$ cat config.mk
export PLATFORM = sky130hd
export DESIGN_NAME = mdu_seq_flat
export DESIGN_NICKNAME = d
export VERILOG_FILES = /design/src/rtl/mdu_pkg.sv /design/src/rtl/mdu_seq_if.sv /design/src/rtl/mdu_div_core.sv /design/src/rtl/mdu_seq.sv /design/src/flat_wrapper.sv
export SDC_FILE = /design/constraint.sdc
export NUM_CORES = 1
export LEC_CHECK = 0
export ABC_AREA = 1
export BUFFER_PORTS_ARGS = -buffer_cell sky130_fd_sc_hd__buf_2
export CAP_MARGIN = 30
export CORE_MARGIN = 5
export CORE_UTILIZATION = 52
export DETAILED_ROUTE_END_ITERATION = 6
export PLACE_DENSITY = 0.7
export SYNTH_ARGS = -nofsm -noshare
export SYNTH_HDL_FRONTEND = slang
export SYNTH_SLANG_ARGS = --single-unit
export TNS_END_PERCENT = 1
$ cat constraint.sdc
create_clock -name clk -period 2.9 [get_ports clk]
set_input_delay 0.58 -clock clk [delete_from_list [all_inputs] [get_ports clk]]
set_output_delay 0.58 -clock clk [all_outputs]
set_load 0.1 [all_outputs]
$ cat src/rtl/mdu_pkg.sv
// mdu_pkg: shared types and constants for the iterative multiply/divide unit.
//   mdu_op_e      operation codes presented on the op field
//   mdu_state_e   sequencer states (IDLE, RUN)
//   mdu_ctl_t     decoded datapath controls latched at accept
// Build option: define MDU_SIGNED_EN to make ops 4/5/6 signed (adds op_is_signed).
package mdu_pkg;

    localparam int XLEN_DEFAULT = 32;
    localparam int AW_DEFAULT   = 5;
    localparam int MDU_LAT      = XLEN_DEFAULT;

    typedef enum logic [2:0] {
        OP_MUL   = 3'd0,
        OP_MULHU = 3'd1,
        OP_DIVU  = 3'd2,
        OP_REMU  = 3'd3,
        OP_MULH  = 3'd4,
        OP_DIV   = 3'd5,
        OP_REM   = 3'd6,
        OP_RSVD  = 3'd7
    } mdu_op_e;

    typedef enum logic {
        IDLE = 1'b0,
        RUN  = 1'b1
    } mdu_state_e;

    // sel_hi picks the high product word for multiplies, the remainder for divides
    typedef struct packed {
        logic is_div;
        logic sel_hi;
    } mdu_ctl_t;

    function automatic mdu_ctl_t decode_op(mdu_op_e op);
        mdu_ctl_t ctl;
        ctl = '0;
        case (op)
            OP_MULHU, OP_MULH: ctl.sel_hi = 1'b1;
            OP_DIVU,  OP_DIV:  ctl.is_div = 1'b1;
            OP_REMU,  OP_REM:  begin
                ctl.is_div = 1'b1;
                ctl.sel_hi = 1'b1;
            end
            default: ctl = '0;
        endcase
        return ctl;
    endfunction

`ifdef MDU_SIGNED_EN
    function automatic logic op_is_signed(mdu_op_e op);
        return (op == OP_MULH) || (op == OP_DIV) || (op == OP_REM);
    endfunction
`endif

endpackage

$ cat src/rtl/mdu_seq_if.sv
// mdu_seq_if: request handshake and register-bank write-back bundle of mdu_seq.
//   in_valid/in_ready/op/rs1_data/rs2_data/rd_addr  request side
//   busy                                            operation in progress
//   we3/wa3/wd3                                     write port of the register bank
// master = requester/bank side, slave = mdu_seq.
interface mdu_seq_if #(
    parameter int XLEN = 32,
    parameter int AW   = 5
) ();
    logic            in_valid;
    logic            in_ready;
    logic [2:0]      op;
    logic [XLEN-1:0] rs1_data;
    logic [XLEN-1:0] rs2_data;
    logic [AW-1:0]   rd_addr;
    logic            busy;
    logic            we3;
    logic [AW-1:0]   wa3;
    logic [XLEN-1:0] wd3;

    modport master (
        output in_valid, op, rs1_data, rs2_data, rd_addr,
        input  in_ready, busy, we3, wa3, wd3
    );

    modport slave (
        input  in_valid, op, rs1_data, rs2_data, rd_addr,
        output in_ready, busy, we3, wa3, wd3
    );
endinterface

$ cat src/rtl/mdu_div_core.sv
// mdu_div_core: restoring divider, one quotient bit per step.
//   clk, rst        clock, asynchronous active-low reset
//   load_i          load dividend/divisor magnitudes, clear remainder
//   step_i          perform one restoring-subtract step
//   dividend_i      dividend magnitude
//   divisor_i       divisor magnitude
//   sign_a_i/b_i    operand signs (only with MDU_SIGNED_EN)
//   quo_o, rem_o    results as they will stand after the current step,
//                   sign-corrected; valid on the final step
module mdu_div_core #(
    parameter int XLEN = 32
) (
    input  logic            clk,
    input  logic            rst,
    input  logic            load_i,
    input  logic            step_i,
    input  logic [XLEN-1:0] dividend_i,
    input  logic [XLEN-1:0] divisor_i,
`ifdef MDU_SIGNED_EN
    input  logic            sign_a_i,
    input  logic            sign_b_i,
`endif
    output logic [XLEN-1:0] quo_o,
    output logic [XLEN-1:0] rem_o
);

    logic [XLEN-1:0] rem_q, rem_d;
    logic [XLEN-1:0] quo_q, quo_d;
    logic [XLEN-1:0] dvs_q, dvs_d;
    logic [XLEN:0]   shifted, diff;
    logic            ge;
    logic [XLEN-1:0] rem_step, quo_step;

    // Dividend bits shift out of quo_q into the partial remainder while
    // quotient bits shift in from the bottom.
    assign shifted  = {rem_q, quo_q[XLEN-1]};
    assign diff     = shifted - {1'b0, dvs_q};
    assign ge       = ~diff[XLEN];
    assign rem_step = ge ? diff[XLEN-1:0] : shifted[XLEN-1:0];
    assign quo_step = {quo_q[XLEN-2:0], ge};

    always_comb begin
        rem_d = rem_q;
        quo_d = quo_q;
        dvs_d = dvs_q;
        if (load_i) begin
            rem_d = '0;
            quo_d = dividend_i;
            dvs_d = divisor_i;
        end else if (step_i) begin
            rem_d = rem_step;
            quo_d = quo_step;
        end
    end

    always_ff @(posedge clk or negedge rst) begin
        if (!rst) begin
            rem_q <= '0;
            quo_q <= '0;
            dvs_q <= '0;
        end else begin
            rem_q <= rem_d;
            quo_q <= quo_d;
            dvs_q <= dvs_d;
        end
    end

`ifdef MDU_SIGNED_EN
    logic neg_quo_q, neg_quo_d;
    logic neg_rem_q, neg_rem_d;

    assign neg_quo_d = load_i ? (sign_a_i ^ sign_b_i) : neg_quo_q;
    assign neg_rem_d = load_i ? sign_a_i : neg_rem_q;

    always_ff @(posedge clk or negedge rst) begin
        if (!rst) begin
            neg_quo_q <= 1'b0;
            neg_rem_q <= 1'b0;
        end else begin
            neg_quo_q <= neg_quo_d;
            neg_rem_q <= neg_rem_d;
        end
    end

    // Divide by zero keeps the all-ones quotient whatever the signs.
    assign quo_o = (neg_quo_q && (dvs_q != '0)) ? -quo_step : quo_step;
    assign rem_o = neg_rem_q ? -rem_step : rem_step;
`else
    assign quo_o = quo_step;
    assign rem_o = rem_step;
`endif

endmodule

$ cat src/rtl/mdu_seq.sv
// mdu_seq: iterative multiply/divide unit feeding the register bank write port.
//   clk       clock
//   rst       asynchronous active-low reset
//   bus       mdu_seq_if.slave: in_valid/in_ready request handshake with
//             op/rs1_data/rs2_data/rd_addr, busy, and we3/wa3/wd3 write-back
// Fixed latency of XLEN edges from accept to the we3 cycle for every op.
// Build option: MDU_SIGNED_EN makes ops 4/5/6 signed; otherwise they run as 1/2/3.
module mdu_seq
    import mdu_pkg::*;
#(
    parameter int XLEN = XLEN_DEFAULT,
    parameter int AW   = AW_DEFAULT
) (
    input  logic     clk,
    input  logic     rst,
    mdu_seq_if.slave bus
);

    localparam int            CW       = $clog2(XLEN);
    localparam logic [CW-1:0] CNT_LAST = CW'(XLEN - 1);

    mdu_state_e        state_q, state_d;
    logic [CW-1:0]     cnt_q, cnt_d;
    mdu_ctl_t          ctl_q, ctl_d;
    logic [AW-1:0]     rd_q, rd_d;
    logic [XLEN-1:0]   mcand_q, mcand_d;
    logic [2*XLEN-1:0] prod_q, prod_d;
    logic              we3_q, we3_d;
    logic [AW-1:0]     wa3_q, wa3_d;
    logic [XLEN-1:0]   wd3_q, wd3_d;

    mdu_op_e           op_in;
    logic              accept;
    logic [XLEN-1:0]   opa_mag, opb_mag;
    logic [XLEN:0]     mul_sum;
    logic [2*XLEN-1:0] prod_step, prod_res;
    logic [XLEN-1:0]   div_quo, div_rem, result;

    assign op_in  = mdu_op_e'(bus.op);
    assign accept = (state_q == IDLE) && bus.in_valid;

`ifdef MDU_SIGNED_EN
    logic sign_a, sign_b;
    logic neg_p_q, neg_p_d;

    assign sign_a   = op_is_signed(op_in) && bus.rs1_data[XLEN-1];
    assign sign_b   = op_is_signed(op_in) && bus.rs2_data[XLEN-1];
    assign opa_mag  = sign_a ? -bus.rs1_data : bus.rs1_data;
    assign opb_mag  = sign_b ? -bus.rs2_data : bus.rs2_data;
    assign neg_p_d  = accept ? (sign_a ^ sign_b) : neg_p_q;
    assign prod_res = neg_p_q ? -prod_step : prod_step;

    always_ff @(posedge clk or negedge rst) begin
        if (!rst) neg_p_q <= 1'b0;
        else      neg_p_q <= neg_p_d;
    end
`else
    assign opa_mag  = bus.rs1_data;
    assign opb_mag  = bus.rs2_data;
    assign prod_res = prod_step;
`endif

    // Shift-add: multiplier sits in the low half of prod_q and is consumed
    // LSB first while partial sums enter the high half.
    assign mul_sum   = {1'b0, prod_q[2*XLEN-1:XLEN]} + (prod_q[0] ? {1'b0, mcand_q} : '0);
    assign prod_step = {mul_sum, prod_q[XLEN-1:1]};

    mdu_div_core #(.XLEN(XLEN)) u_div (
        .clk        (clk),
        .rst        (rst),
        .load_i     (accept),
        .step_i     (state_q == RUN),
        .dividend_i (opa_mag),
        .divisor_i  (opb_mag),
`ifdef MDU_SIGNED_EN
        .sign_a_i   (sign_a),
        .sign_b_i   (sign_b),
`endif
        .quo_o      (div_quo),
        .rem_o      (div_rem)
    );

    always_comb begin
        result = prod_res[XLEN-1:0];
        if (ctl_q.is_div)      result = ctl_q.sel_hi ? div_rem : div_quo;
        else if (ctl_q.sel_hi) result = prod_res[2*XLEN-1:XLEN];
    end

    always_comb begin
        state_d = state_q;
        cnt_d   = cnt_q;
        ctl_d   = ctl_q;
        rd_d    = rd_q;
        mcand_d = mcand_q;
        prod_d  = prod_q;
        we3_d   = 1'b0;
        wa3_d   = wa3_q;
        wd3_d   = wd3_q;
        case (state_q)
            IDLE: begin
                if (bus.in_valid) begin
                    state_d = RUN;
                    cnt_d   = '0;
                    ctl_d   = decode_op(op_in);
                    rd_d    = bus.rd_addr;
                    mcand_d = opa_mag;
                    prod_d  = {{XLEN{1'b0}}, opb_mag};
                end
            end
            RUN: begin
                prod_d = prod_step;
                cnt_d  = cnt_q + 1'b1;
                if (cnt_q == CNT_LAST) begin
                    state_d = IDLE;
                    we3_d   = 1'b1;
                    wa3_d   = rd_q;
                    wd3_d   = result;
                end
            end
        endcase
    end

    always_ff @(posedge clk or negedge rst) begin
        if (!rst) begin
            state_q <= IDLE;
            cnt_q   <= '0;
            ctl_q   <= '0;
            rd_q    <= '0;
            mcand_q <= '0;
            prod_q  <= '0;
            we3_q   <= 1'b0;
            wa3_q   <= '0;
            wd3_q   <= '0;
        end else begin
            state_q <= state_d;
            cnt_q   <= cnt_d;
            ctl_q   <= ctl_d;
            rd_q    <= rd_d;
            mcand_q <= mcand_d;
            prod_q  <= prod_d;
            we3_q   <= we3_d;
            wa3_q   <= wa3_d;
            wd3_q   <= wd3_d;
        end
    end

    assign bus.in_ready = (state_q == IDLE);
    assign bus.busy     = (state_q == RUN);
    assign bus.we3      = we3_q;
    assign bus.wa3      = wa3_q;
    assign bus.wd3      = wd3_q;

endmodule

$ cat src/flat_wrapper.sv
// flat-port wrapper written by rule: the top's interface ports become plain ports
module mdu_seq_flat import mdu_pkg::*;
#(
    parameter int XLEN = XLEN_DEFAULT,
    parameter int AW   = AW_DEFAULT
)
  (clk, rst, bus_in_valid, bus_op, bus_rs1_data, bus_rs2_data, bus_rd_addr, bus_in_ready, bus_busy, bus_we3, bus_wa3, bus_wd3);
  mdu_seq_if #(.XLEN(XLEN), .AW(AW)) bus_i ();
  input  logic clk;
  input  logic rst;
  input wire logic [$bits(bus_i.in_valid)-1:0] bus_in_valid;
  input wire logic [$bits(bus_i.op)-1:0] bus_op;
  input wire logic [$bits(bus_i.rs1_data)-1:0] bus_rs1_data;
  input wire logic [$bits(bus_i.rs2_data)-1:0] bus_rs2_data;
  input wire logic [$bits(bus_i.rd_addr)-1:0] bus_rd_addr;
  output wire logic [$bits(bus_i.in_ready)-1:0] bus_in_ready;
  output wire logic [$bits(bus_i.busy)-1:0] bus_busy;
  output wire logic [$bits(bus_i.we3)-1:0] bus_we3;
  output wire logic [$bits(bus_i.wa3)-1:0] bus_wa3;
  output wire logic [$bits(bus_i.wd3)-1:0] bus_wd3;
  assign bus_i.in_valid = bus_in_valid;
  assign bus_i.op = bus_op;
  assign bus_i.rs1_data = bus_rs1_data;
  assign bus_i.rs2_data = bus_rs2_data;
  assign bus_i.rd_addr = bus_rd_addr;
  assign bus_in_ready = bus_i.in_ready;
  assign bus_busy = bus_i.busy;
  assign bus_we3 = bus_i.we3;
  assign bus_wa3 = bus_i.wa3;
  assign bus_wd3 = bus_i.wd3;
  mdu_seq #(.XLEN(XLEN), .AW(AW)) u_core (.clk(clk), .rst(rst), .bus(bus_i));
endmodule
### Word level (Yosys, flattened, before mapping)

Cells that the tools add are included.

* add/subtract/negate cells: 3
* eq/ne operators: 8
* mux-type cells: 20
* bitwise gates (word level): 2
* reduce and logical (&&, ||, !) cells: 6

Operators with widths (count)
* 32-bit two-way mux: 9
* 64-bit case mux with 2 select lines: 1
* 64-bit two-way mux: 1
* 32-bit by 33-bit adder with 33-bit output: 1
* 33-bit by 32-bit subtractor with 33-bit output: 1
* 5-bit case mux with 2 select lines: 1
* 3-bit == test, second input constant: 3
* 4-bit OR reduction: 2
* 3-bit by 2-bit == test with 1-bit output, second input constant: 2
* 1-bit two-way mux: 6
* 5-bit by 1-bit adder with 5-bit output, second input constant: 1
* 5-bit == test, second input constant: 1
* 5-bit two-way mux: 1
* 2-bit AND reduction: 2
* 3-bit by 1-bit == test with 1-bit output, second input constant: 1
* 2-bit inequality test, second input constant: 1
* 1-bit NOT: 2
* 1-bit case mux with 2 select lines: 1
* 2-bit nonzero test: 1
* 1-bit logical AND: 1

* register bits: 243
* input bits: 75
* output and inout port bits: 40
* logic and storage cells: 52

### Depth between registers and ports, before layout

* depth after elaboration: 4
* gate-level depth with buffers: 20
* depth with buffers taken out: 19

### Hierarchy

From an unflattened synthesis, not the netlist that was laid out.

* cells, all modules: 2475
* area total of the unflattened synthesis: 16636.0 um^2

By module, submodules not included
* mdu_seq: instances 1, cells an instance 1340, area each 9322.7 um^2, seq. area each 3678.5 um^2
* mdu_div_core: instances 1, cells an instance 1135, area each 7313.3 um^2, seq. area each 2402.3 um^2

### Worst setup path before layout

OpenSTA, ideal clock, no wires.

* path type: flip-flop to output port
* from: register u_core.state_q, in the netlist u_core.bus.busy
* to: output bus_in_ready
* arrival: 2161 ps
* required time: 2320 ps
* path slack: 159 ps
* cell stages (with the launch flop): 4
* buffers on the path: 2
* cell sequence: dfrtp_1 inv_1 clkbuf_1 clkbuf_1

* cells in the longest elaborated chain, start to end: 1

Ends and longest elaborated chain
* start: declaration: RTL line mdu_seq.sv:22 `mdu_state_e state_q, state_d;`
* start signal: assignment: RTL line mdu_seq.sv:135 `state_q <= state_d;`
* 1-bit NOT (no source line)
* end: declaration: RTL line flat_wrapper.sv:16 `output wire logic [$bits(bus_i.in_ready)-1:0] bus_in_ready;`

No other way between the ends.

### Final worst setup path

* from: register u_core.u_div.quo_q[31]
* to: register u_core.wd3_q[26], in the netlist u_core.bus.wd3[26]

* cells in the longest elaborated chain, start to end: 4

Ends and longest elaborated chain
* start: declaration: RTL line mdu_div_core.sv:28 `logic [XLEN-1:0] quo_q, quo_d;`
* start signal: assignment: RTL line mdu_div_core.sv:63 `quo_q <= quo_d;`
* 33-bit by 32-bit subtractor with 33-bit output: RTL line mdu_div_core.sv:37 `assign diff = shifted - {1'b0, dvs_q};`
* 32-bit two-way mux: RTL line mdu_div_core.sv:39 `assign rem_step = ge ? diff[XLEN-1:0] : shifted[XLEN-1:0];`
* 32-bit two-way mux (2 in a row): RTL line mdu_seq.sv:85 `if (ctl_q.is_div) result = ctl_q.sel_hi ? div_rem : div_quo;`
* end signal: assignment: RTL line mdu_seq.sv:143 `wd3_q <= wd3_d;`
* end: declaration: RTL line mdu_seq.sv:30 `logic [XLEN-1:0] wd3_q, wd3_d;`

No other way between the ends.
A chain may end at the register's enable or synchronous reset.

==> results.py <==
metrics = {
    "status": {
        "outcome": "finished, final reports clean",
    },
    "floorplan": {
        "rows": 64,
        "initial_core_util_pct": 52.47,
        "die_y_um": 185.2,
        "ios": 115,
        "dieArea_um2": 34310,
        "die_x_um": 185.2,
        "fp.coreArea_um2": 30430,
    },
    "synthesis": {
        "syn-cell-area_um2": 15970,
        "seq_area_frac_synth_pct": 38.09,
        "synth.most_common_cell": "nand2_1",
        "syn_nets": 2472,
        "ys_top_cells_by_count": "nand2_1 (805), inv_1 (355), dfrtp_1 (243), a21oi_1 (172), nand3_1 (167)",
        "synth.area.top_cells": "dfrtp_1 (38%), nand2_1 (19%), inv_1 (8.3%)",
        "synth_edf_count": 0,
        "synth_cells": 2329,
        "ys.flop_type": "dfrtp_1",
        "synthArstFlopShare_pct": 100.0,
        "ys_ff_latch": 243,
        "synth_top_cell_by_area": "dfrtp_1",
        "ys_warn_count": 0,
        "synth_cell_types": 40,
        "synth_area_per_cell_um2": 6.855,
        "yosysTopAreaCellShare_pct": 38.09,
    },
    "final_layout": {
        "layout-drive-gt1-share_pct": 10.46,
        "final_net_count": 2568,
        "area_growth_pct": 13.06,
        "instances_no_fill": 2843,
        "antenna-diode-count": 0,
    },
    "critical_path": {
        "critical_path.top_delay_family": "simple AND/OR/NAND/NOR gates",
        "crit_required_ns": 3.34,
        "worstSetupPathType": "flip-flop to flip-flop",
        "max_stage_delay_ns": 0.42,
        "worstPathCellList": "inv_1, ha_1, fa_1, inv_2, nand2_1, nand2_1, nand3_1, nand2_2, nand2_2, nand2_2, nand2_4, nand2_4, nand2_4, buf_8, nand3_1, nand3_2, nand2_1, a21oi_2",
        "cp_num_buf_inv": 3,
        "startpoint": "u_core.u_div.quo_q[31]$_DFFE_PN0P_",
        "cp.arrival_ns": 3.15,
        "start_kind": "flip-flop",
        "slowest_stage": "fa_1",
        "worstSetupEndpointType": "flip-flop",
        "timing.rr.start": "u_core.u_div.quo_q[31]$_DFFE_PN0P_",
        "crit_fanout": 29,
    },
    "placement": {
        "hpwl_um": 38180,
        "routabilityCongestion": 1.020,
        "dp_cells": 2787,
        "port_buffers": 114,
    },
    "route": {
        "ant_nets": 0,
        "post_drt_wl_per_cell_um": 17.61,
        "vias_per_cell": 5.482,
        "drc": 0,
        "drt_first_pass_iters": 6,
        "vias": 15584,
        "routed_wl_um": 50060,
        "drt_iter0_markers": 1477,
    },
    "global_route": {
        "met3_usage_pct": 4.065,
        "grt.busiest_layer": "met2",
        "overflow": 0,
        "grt_max_degree": 75,
        "first_global_vias": 14849,
        "use_met1_pct": 41.84,
        "grtUsageMet2_pct": 45.78,
        "grt_first_pass_wirelength_um": 79630,
        "grt.total_usage_pct": 29.16,
        "antenna_found_initial": 1,
    },
    "clock_tree": {
        "cts_sinks": 243,
        "cts_max_level": 1,
        "clock_path_buffers": 3,
        "clk_latency_ns": 0.57,
        "tritoncts": "built",
        "cts_root_buf": "clkbuf_16",
        "cts_buffers": 29,
        "clkSlewWorstSetupHoldPaths_ns": 0.06,
        "cts_setup_buffers": 0,
    },
    "timing": {
        "max_clock_freq_ghz": 0.3690,
        "final_max_slew_viol_count": 0,
        "worstMarginPinSlew_ns": 0.8680,
        "final.setup_skew_ns": 0.01406,
        "maxSlewHeadroom_pct": 42.13,
        "hold_violations": 0,
        "setup_viol": 0,
        "timing.hold.ws_ns": 0.2099,
        "rsz0062_at_grt": "no",
        "fin_crit_ns": 2.710,
        "min_period_over_period_pct": 93.45,
        "fin_tns_setup_ns": 0,
    },
    "min_path": {
        "hold_class": "primary input to flip-flop",
        "hp-start": "bus_rd_addr[0]",
    },
    "job": {
        "cap_viol_max_count": 0,
    },
}
cell usage in the layout, fill, tap and decap left out, drive strengths merged, types with 18 or more instances in the layout:
cell type	n
nand2	825
inv	359
dfrtp	243
a21oi	183
nand3	178
nor2	169
buf	146
o21ai	67
ha	66
a21o	43
clkbuf	38
o221ai	32
xor2	20
nand4	18
area by class of cell:
type | count | area [µm²]
multi-input cells | 1644 | 8202
well taps | 396 | 495.5
clock buffers | 37 | 825.8
fillers | 2901 | 12380
clock inverters | 16 | 146.4
inverters | 359 | 1349
repair buffers | 148 | 948.4
flip-flops and latches | 243 | 6083
tightest hold or removal path: stages:
cell and delay (ns):
buf_2 0.08, nand2_1 0.04, nand2_1 0.05
sequential cells by signal, summed over array words and instances, names as in the netlist:
| register | count |
|---|---|
| u_core.bus.busy | 1 |
| u_core.bus.wa3 | 5 |
| u_core.bus.wd3 | 32 |
| u_core.bus.we3 | 1 |
| u_core.cnt_q | 5 |
| u_core.ctl_q | 2 |
| u_core.mcand_q | 32 |
| u_core.prod_q | 64 |
| u_core.rd_q | 5 |
| u_core.u_div.dvs_q | 32 |
| u_core.u_div.quo_q | 32 |
| u_core.u_div.rem_q | 32 |
metal layers:
metal,share of wire [%],vias to the layer above,wire (µm)
met5,0.014,-,7
met4,3.9,2,1937
met3,7.3,112,3674
met2,45,532,22750
met1,43,7414,21700
li1,-,7524,-
worst paths after layout:
kind | to | slack, ns | cells past startpoint
setup / recovery | u_core.bus.wd3[26]$_DFFE_PN0P_ | 0.19 | 18
max in group asynchronous | u_core.prod_q[17]$_DFFE_PN0P_ | 1.56 | 3
hold reg to reg | u_core.bus.wa3[0]$_DFFE_PN0P_ | 0.47 | 2
hold / removal | u_core.rd_q[0]$_DFFE_PN0P_ | 0.21 | 3
min in group asynchronous | u_core.u_div.quo_q[14]$_DFFE_PN0P_ | 0.56 | 2
setup reg to reg | u_core.bus.wd3[26]$_DFFE_PN0P_ | 0.19 | 18
per-stage QoR:
| stage | util [%] | worst slack (ns) | cell area [µm²] |
|---|---|---|---|
| 5_1_grt | 59.32 | 0.002342 | 18050 |
| 3_5_place_dp | 55.85 | 0.1195 | 17000 |
| 3_3_place_gp | 55.85 | 0.1948 | 17000 |
| 6_report | 59.32 | 0.1900 | 18050 |
| 4_1_cts | 59.08 | 0.09385 | 17980 |
| 2_1_floorplan | - | 0.1591 | 15970 |
kinds of logic after synthesis:
logic type | after synthesis | synth area share [%]
and+or+nand+nor | 1204 | 31.33
buffers and inverters | 443 | 10.79
AOI/OAI and AO/OA | 343 | 12.83
DFF | 243 | 38.09
adders and majority gates | 68 | 5.423
xor gates and xnor gates | 28 | 1.536
timing repair:
action / 4_1_cts / 5_1_grt
resized for setup: 0 / 8
hold endpoints to repair: 53 / 0
setup endpoints to repair: 0 / 31
hold buffers: 1 / 0
Power is not shown: default switching activity piles up to over one toggle a cycle in this logic, so the estimate is an artifact.
